==> config.mk <==
export PLATFORM = sky130hd
export DESIGN_NAME = reg_lock_port_agent
export DESIGN_NICKNAME = d
export VERILOG_FILES = /design/src/rtl/reg_lock_port_agent.sv
export SDC_FILE = /design/constraint.sdc
export NUM_CORES = 1
export LEC_CHECK = 0
export CAP_MARGIN = 30
export CORE_ASPECT_RATIO = 1.25
export CORE_MARGIN = 2
export CORE_UTILIZATION = 30
export CTS_BUF_LIST = sky130_fd_sc_hd__clkbuf_2 sky130_fd_sc_hd__clkbuf_4 sky130_fd_sc_hd__clkbuf_8
export DETAILED_ROUTE_END_ITERATION = 8
export PLACE_DENSITY = 0.73
export SLEW_MARGIN = 25
export SYNTH_ARGS = -nofsm -noshare
export SYNTH_HDL_FRONTEND = slang
export SYNTH_SLANG_ARGS = --single-unit
==> constraint.sdc <==
create_clock -name clk -period 1.85 [get_ports clk]
set_clock_uncertainty 0.1 [all_clocks]
set_input_delay 0.4625 -clock clk [delete_from_list [all_inputs] [get_ports clk]]
set_output_delay 0.4625 -clock clk [all_outputs]
set_load 0.1 [all_outputs]
==> src/rtl/reg_lock_port_agent.sv <==
// reg_lock_port_agent
//   Client-side FSM for one port of the locked physical register. It takes a
//   single read or write operation from the issue stage and runs it through
//   the lock protocol: request, wait for grant, sample or commit, release.
//
// Ports
//   clk, rst_n            clock, asynchronous active-low reset
//   op_valid/op_ready     operation handshake (op_ready high only in IDLE)
//   op_write, op_issue_id operation type (1 = write) and issue id
//   abort                 flush the operation in flight
//   wr_valid/wr_ready     write-data handshake, wr_data is the commit value
//   rd_valid, rd_data     one-cycle read-return pulse and captured value
//   timeout_err           one-cycle pulse when acquisition times out
//   busy                  agent is not idle
//   stall_cnt             saturating count of ungranted acquire cycles
//   req_read, req_write, req_issue_id, release_lock, write_commit, wdata
//                         lock-port request side (combinational)
//   grant, rdata          lock-port grant and register contents (combinational)
module reg_lock_port_agent #(
  parameter int unsigned ID_WIDTH  = 4,
  parameter int unsigned TIMEOUT   = 64,
  parameter int unsigned CNT_WIDTH = 16
) (
  input  logic                 clk,
  input  logic                 rst_n,
  input  logic                 op_valid,
  output logic                 op_ready,
  input  logic                 op_write,
  input  logic [ID_WIDTH-1:0]  op_issue_id,
  input  logic                 abort,
  input  logic                 wr_valid,
  output logic                 wr_ready,
  input  logic [31:0]          wr_data,
  output logic                 rd_valid,
  output logic [31:0]          rd_data,
  output logic                 timeout_err,
  output logic                 busy,
  output logic [CNT_WIDTH-1:0] stall_cnt,
  output logic                 req_read,
  output logic                 req_write,
  output logic [ID_WIDTH-1:0]  req_issue_id,
  output logic                 release_lock,
  output logic                 write_commit,
  output logic [31:0]          wdata,
  input  logic                 grant,
  input  logic [31:0]          rdata
);

  localparam int unsigned WAIT_W = (TIMEOUT > 2) ? $clog2(TIMEOUT) : 1;
  localparam logic [WAIT_W-1:0] WAIT_LAST = (TIMEOUT == 0) ? '0 : WAIT_W'(TIMEOUT - 1);

  typedef enum logic [1:0] {
    S_IDLE,
    S_ACQUIRE,
    S_HOLD_W,
    S_RELEASE
  } state_e;

  state_e                 state_q, state_d;
  logic                   wr_flag_q, wr_flag_d;
  logic [ID_WIDTH-1:0]    id_q, id_d;
  logic [WAIT_W-1:0]      wait_q, wait_d;
  logic [31:0]            rd_data_q, rd_data_d;
  logic                   rd_valid_q, rd_valid_d;
  logic                   timeout_err_q, timeout_err_d;
  logic [CNT_WIDTH-1:0]   stall_q, stall_d;
  logic                   timeout_hit;

  // Last permitted ungranted acquire cycle; a zero TIMEOUT never fires.
  assign timeout_hit = (TIMEOUT != 0) && (wait_q == WAIT_LAST);

  always_ff @(posedge clk or negedge rst_n) begin
    if (!rst_n) begin
      state_q       <= S_IDLE;
      wr_flag_q     <= 1'b0;
      id_q          <= '0;
      wait_q        <= '0;
      rd_data_q     <= '0;
      rd_valid_q    <= 1'b0;
      timeout_err_q <= 1'b0;
      stall_q       <= '0;
    end else begin
      state_q       <= state_d;
      wr_flag_q     <= wr_flag_d;
      id_q          <= id_d;
      wait_q        <= wait_d;
      rd_data_q     <= rd_data_d;
      rd_valid_q    <= rd_valid_d;
      timeout_err_q <= timeout_err_d;
      stall_q       <= stall_d;
    end
  end

  always_comb begin
    state_d       = state_q;
    wr_flag_d     = wr_flag_q;
    id_d          = id_q;
    wait_d        = wait_q;
    rd_data_d     = rd_data_q;
    rd_valid_d    = 1'b0;
    timeout_err_d = 1'b0;
    stall_d       = stall_q;

    op_ready      = 1'b0;
    wr_ready      = 1'b0;
    req_read      = 1'b0;
    req_write     = 1'b0;
    release_lock  = 1'b0;
    write_commit  = 1'b0;

    unique case (state_q)
      S_IDLE: begin
        op_ready = 1'b1;
        if (op_valid) begin
          wr_flag_d = op_write;
          id_d      = op_issue_id;
          wait_d    = '0;
          state_d   = S_ACQUIRE;
        end
      end

      S_ACQUIRE: begin
        req_read  = !wr_flag_q;
        req_write = wr_flag_q;
        if (grant) begin
          // Grant beats a same-cycle abort; an aborted write skips the commit.
          if (!wr_flag_q) begin
            rd_data_d  = rdata;
            rd_valid_d = 1'b1;
            state_d    = S_RELEASE;
          end else begin
            state_d = abort ? S_RELEASE : S_HOLD_W;
          end
        end else begin
          wait_d  = wait_q + 1'b1;
          stall_d = (stall_q == '1) ? stall_q : stall_q + 1'b1;
          // Nothing is held without a grant, so neither exit releases.
          if (abort) begin
            state_d = S_IDLE;
          end else if (timeout_hit) begin
            timeout_err_d = 1'b1;
            state_d       = S_IDLE;
          end
        end
      end

      S_HOLD_W: begin
        req_write = 1'b1;
        wr_ready  = grant;
        if (abort) begin
          state_d = S_RELEASE;
        end else if (wr_valid && grant) begin
          write_commit = 1'b1;
          state_d      = S_RELEASE;
        end
      end

      S_RELEASE: begin
        release_lock = 1'b1;
        state_d      = S_IDLE;
      end

      default: state_d = S_IDLE;
    endcase
  end

  assign busy         = (state_q != S_IDLE);
  assign req_issue_id = (req_read || req_write) ? id_q : '0;
  assign wdata        = write_commit ? wr_data : '0;
  assign rd_valid     = rd_valid_q;
  assign rd_data      = rd_data_q;
  assign timeout_err  = timeout_err_q;
  assign stall_cnt    = stall_q;

endmodule

==> results of run 1 <==
## per-layer routing
| metal | track usage | up-vias | wire (um) | share of wire |
|---|---|---|---|---|
| met2 | 0.336 | 116 | 5450 | 0.56 |
| li1 | - | 1321 | - | - |
| met4 | 0.0562 | 0 | 165 | 0.017 |
| met5 | 0 | - | 0 | 0 |
| met3 | 0.0552 | 15 | 765 | 0.078 |
| met1 | 0.191 | 1375 | 3400 | 0.35 |
## stage by stage
step | hold WS [ns] | instance area (sq um) | utilization
after floorplan | 0.0669 | 3510 | -
after global placement | 0.391 | 6430 | 0.639
after detailed placement | 0.396 | 6430 | 0.639
after CTS | 0.0308 | 6910 | 0.687
after global routing | 0.0183 | 7030 | 0.699
final | 0.00972 | 7030 | 0.699
## power by group through the flow
stage                     clock (W)  combinational [W]  sequential [W]
after floorplan                   0            0.00267         0.00542
after global placement            0            0.00882         0.00257
after detailed placement          0            0.00893         0.00260
after CTS                   0.00131            0.00935         0.00260
after global routing        0.00138            0.00978         0.00268
final                       0.00128            0.00949         0.00261
## state kept, by name, summed over array words and instances (netlist names), named ones only
| register | count |
|---|---|
| wait_q | 6 |
| wr_flag_q | 1 |
| stall_cnt | 16 |
| id_q | 4 |
| state_q | 1 |
| rd_valid | 1 |
| timeout_err | 1 |
| rd_data | 32 |
## path summary, 6_finish.rpt
kind,depth (start not counted),slack (ns),to
setup / recovery,7,-0.54,wdata[27]
hold / removal,2,0.01,stall_cnt[11]$_DFFE_PN0P_
setup reg to reg,9,-0.32,rd_data[3]$_DFFE_PN0P_
max in group asynchronous,2,1.29,stall_cnt[6]$_DFFE_PN0P_
hold reg to reg,1,0.42,id_q[1]$_DFFE_PN0P_
min in group clk,1,0.42,id_q[1]$_DFFE_PN0P_
## layout make-up
cell class | instances | area [sq um] | share of cell area
tap | 129 | 161 | 0.0230
timing repair buffer | 215 | 3130 | 0.445
clock inverter | 4 | 53.8 | 0.00766
multi-input combinational | 178 | 1870 | 0.267
sequential | 63 | 1630 | 0.232
inverter | 5 | 23.8 | 0.00338
clock buffer | 12 | 159 | 0.0226
## kinds of logic (layout without fill, tap and decap cells)
family,count (synthesis),after routing,synth area share
AO/OA/AOI/OAI,17,17,0.0471
multiplexers,44,44,0.163
buffers and inverters,14,236,0.0276
adder cells (fa/ha/maj),7,7,0.0284
flip-flops,63,63,0.511
AND/OR/NAND/NOR,95,95,0.181
XOR/XNOR,15,15,0.0426
## Yosys cell counts, types with 2 or more instances
cell / instances / share of area
mux2_4: 2 / 0.0097
and3_1: 3 / 0.0061
nor3_1: 4 / 0.0065
xnor2_1: 10 / 0.028
a21oi_1: 2 / 0.0032
o21ai_0: 2 / 0.0032
nand3_1: 7 / 0.011
nor3b_1: 2 / 0.0049
buf_6: 4 / 0.015
a22o_1: 3 / 0.0085
nor2b_1: 8 / 0.016
dfrtp_1: 63 / 0.51
mux2_1: 3 / 0.011
nand2_1: 11 / 0.013
xor2_1: 5 / 0.014
nand4_1: 5 / 0.010
nor2_1: 11 / 0.013
and2_1: 33 / 0.067
mux2_2: 38 / 0.14
inv_1: 5 / 0.0061
ha_1: 7 / 0.028
nand2b_1: 3 / 0.0061
clkbuf_1: 3 / 0.0037
buf_2: 2 / 0.0032
and4_1: 3 / 0.0085
## repair_timing
item / in CTS / in global routing
endpoints found under the setup margin: 87 / 94
pin swaps: 7 / 5
setup buffers: 9 / 8
gates cloned: 2 / 1
gates resized for setup: 34 / 15
## cell usage in the layout (no fill, tap or decap), types with 11 or more instances in the layout
cell type        netlist  final
buf_12                 0    100
clkdlybuf4s50_1        0     73
dfrtp_1               63     45
and2_4                 0     34
mux2_4                 2     29
buf_4                  0     29
mux2_2                38     13
dfrtp_4                0     13
nand2_1               11     11
clkbuf_8               0     11
==> impl_metrics.yaml, run 1 <==
run_status:
  outcome: "finished with violations"
  failed_checks: "setup timing"
critical_path:
  crit_path_start_kind: "flip-flop"
  max_stage_delay_ns: 0.43
  cp-startpoint: "state_q[0]$_DFFE_PN0P_"
  cp_num_buf_inv: 3
  worst-setup-path-type: "reg2out"
  cp_slowest_cell: "dfrtp_2"
  end_kind: "output port"
  cpLargestDelayFamily: "simple AND/OR/NAND/NOR gates"
  r2r-start: "state_q[0]$_DFFE_PN0P_"
  cp.required_ns: 1.29
  cp.arrival_ns: 1.82
  cp_max_fo: 25
  worstPathCellList: "inv_4 -> ha_4 -> and2_4 -> and3_4 -> buf_12 -> and2_4 -> buf_12"
sta:
  worst_pin_slew_ns: 0.433
  hold_violations: 0
  setup_viol: 92
  min_period_ns: 2.39
  slew_violations: 0
  setup_tns_ns: -28.97
  max_freq_ghz: 0.419
  fin_crit_sh: 1.29
  relSlewSlack: 0.711
  grt_setup_unrepaired: "yes"
  finalWorstSetupSlack_ns: -0.537
synth:
  synth_edf_count: 0
  async_flop_share: 1.00
  synth_nets: 337
  synthFlopType: "dfrtp_1"
  syn_area_sq_um: 3080
  ys_seq_area_frac: 0.511
  ys_seq_elements: 63
  synth_cell_type_count: 41
  yosys_warnings: 0
  synthCells: 255
  syn_avg_cell_area_sq_um: 12.1
global_routing:
  grt_pass1_vias: 3190
  overflow: 0
  antenna_found_initial: 0
  grt_pass1_wl_um: 15900
  grt_max_degree: 64
  grt_usage: 0.181
cells_and_area:
  syn2layout_area_growth_pct: 128
  fillers: 691
  final_nets: 554
  n_antenna_cell: 0
  fin_cells: 606
  drive_gt1_frac: 0.606
clock_network:
  clock_path_buffers: 2
  cts_made_buffers: 9
  cts_htree_levels: 3
  clkLatencyLatePin_ns: 0.34
  ctsHoldBuffers: 0
  clock-sinks: 63
  cts_tree: "built"
  clkTransAtPathRegs_ns: 0.08
  ctsRootBufferMaster: "clkbuf_8"
hold_path:
  hold_class: "in2async"
place:
  dp_hpwl_um: 7180
  io_buffers: 167
  dp_slack_ns: -0.511
  place_inst: 573
  place_congestion: 0.809
die:
  dieArea_sq_um: 11100
  ioPinCount: 168
  start_util: 0.307
  rows: 41
  core-area_sq_um: 10100
  dieHeight_um: 117
  die_x_um: 94.7
detailed_routing:
  antenna_left: 0
  vias_per_cell: 4.67
  drc_errors: 0
  post_drt_wl_per_cell_um: 16.1
  postRouteWirelength_um: 9780
  dr.pass1.iters: 4
  vias: 2827
  dr.first_iter.drc_count: 66
flow_run:
  drv_cap: 0
power:
  power_density_nw_per_um2: 1900
  combPwrFrac: 0.710
  p_clk_frac: 0.095
  switchingPower_w: 0.00668
  power.internal_w: 0.00670
  power_frac_seq: 0.195
  fin_total_pwr_w: 0.0134
  ir_drop_v: 0.00167
  p_leak_nw: 3.11
  sw_frac_of_total: 0.499
No activity file was read; power rests on OpenSTA's default activity.
==> run 2, diff against run 1 <==
- CORE_MARGIN: 2 -> 8
- CORE_UTILIZATION: 30 -> 40
- PLACE_DENSITY: 0.73 -> 0.88
- clock period: 1.85 -> 2.3 ns (I/O delays scaled with it)
==> impl_metrics.yaml, run 2 (same netlist as run 1, synthesis figures left out) <==
run_status:
  outcome: "finished with violations"
  failed_checks: "setup timing"
die:
  core-area_sq_um: 7660
  ioPinCount: 168
  start_util: 0.403
  rows: 36
  die_x_um: 94.5
  dieHeight_um: 114
  dieArea_sq_um: 10800
flow_run:
  drv_cap: 0
cells_and_area:
  final_cell_mix: "buf_4, clkdlybuf4s50_1, dfrtp_1, buf_12, mux2_2"
  final_common_cell: "buf_4"
  fin_util: 0.772
  largest_reg_flops: 32
  fin_cells: 560
  final_nets: 542
  fillers: 479
  syn2layout_area_growth_pct: 91.6
  drive_gt1_frac: 0.540
  n_antenna_cell: 0
global_routing:
  grt_max_degree: 41
  antenna_found_initial: 0
  grt_usage: 0.197
  overflow: 0
  grt_pass1_vias: 3012
  grt_pass1_wl_um: 16300
power:
  p_leak_nw: 2.67
  ir_drop_v: 0.00149
  power_density_nw_per_um2: 1510
detailed_routing:
  dr.pass1.iters: 4
  post_drt_wl_per_cell_um: 18.9
  drc_errors: 0
  antenna_left: 0
  dr.first_iter.drc_count: 95
  postRouteWirelength_um: 10600
  vias: 2757
  vias_per_cell: 4.92
place:
  dp_slack_ns: -0.288
  io_buffers: 167
  dp_hpwl_um: 7810
  place_inst: 523
  place_congestion: 0.798
sta:
  relSlewSlack: 0.635
  max_freq_ghz: 0.391
  setup_tns_ns: -7.87
  grt_setup_unrepaired: "yes"
  slew_violations: 0
  hold_violations: 0
  finalWorstSetupSlack_ns: -0.259
  min_period_ns: 2.56
  worst_pin_slew_ns: 0.548
  fin_crit_sh: 1.11
  setup_viol: 38
clock_network:
  cts_tree: "built"
  ctsRootBufferMaster: "clkbuf_8"
  clkTransAtPathRegs_ns: 0.08
  cts_htree_levels: 3
  cts_made_buffers: 9
  clock_path_buffers: 2
  clock-sinks: 63
  clkLatencyLatePin_ns: 0.33
critical_path:
  crit_path_start_kind: "flip-flop"
  cp.arrival_ns: 1.88
  cp_max_fo: 6
  end_kind: "output port"
  worst-setup-path-type: "reg2out"
  cp.required_ns: 1.62
  rr_worst_depth: 10
hold_path:
  hold_class: "in2async"
==> run 2: worst paths after layout <==
path / startpoint / endpoint / slack (ns)
setup / recovery: state_q[0]$_DFFE_PN0P_ / wdata[30] / -0.26
hold / removal: rst_n / rd_data[13]$_DFFE_PN0P_ / 0.11
min in group clk: rd_data[5]$_DFFE_PN0P_ / rd_data[5]$_DFFE_PN0P_ / 0.40
max in group asynchronous: rst_n / async pin / 1.35
hold reg to reg: rd_data[5]$_DFFE_PN0P_ / rd_data[5]$_DFFE_PN0P_ / 0.40
setup reg to reg: flip-flop / rd_data[9]$_DFFE_PN0P_ / 0.07
==> run 2: per-stage QoR <==
stage / cell area, sq um / hold slack [ns] / power (W)
2_1_floorplan: 3270 / 0.179 / 0.00618
3_3_place_gp: 5420 / 0.376 / 0.00766
3_5_place_dp: 5420 / 0.391 / 0.00778
4_1_cts: 5900 / 0.123 / 0.00889
5_1_grt: 5910 / 0.141 / 0.00925
6_report: 5910 / 0.113 / 0.00892
==> run 2: power breakdown <==
group	total, W	internal, W	switching [W]	leakage [nW]
registers	0.00186	0.00155	0.000309	0.776
logic	0.00620	0.00192	0.00428	1.80
clock network	0.000866	0.000430	0.000435	0.0887
==> run 2: critical path: stages, from the launching register on <==
cell and delay (ns):
dfrtp_1 0.40, inv_2 0.09, ha_4 0.13, and2_4 0.13, and3_4 0.24, buf_12 0.13
buf_16 0.11, and2_4 0.14, buf_12 0.16
==> run 2: cell type report <==
class                      count  area, sq um  share of cell area
clock buffer                  11          145              0.0246
sequential                    63         1580               0.268
clock inverter                 5         33.8             0.00572
timing repair buffer         203         2370               0.401
tap                           95          119              0.0201
inverter                       5         23.8             0.00402
multi-input combinational    178         1640               0.277
==> run 2: routing by layer <==
layer / routed length [um] / vias to the layer above / track usage
li1: - / 1302 / -
met1: 3660 / 1363 / 0.211
met2: 6230 / 80 / 0.369
met3: 529 / 12 / 0.0420
met4: 159 / 0 / 0.0585
met5: 0 / - / 0
==> run 2: timing repair <==
action	4_1_cts	5_1_grt
hold buffers	0	0
pin swaps	14	7
setup endpoints to repair	38	41
gates cloned	4	0
setup buffers	19	2
gates resized for setup	26	9
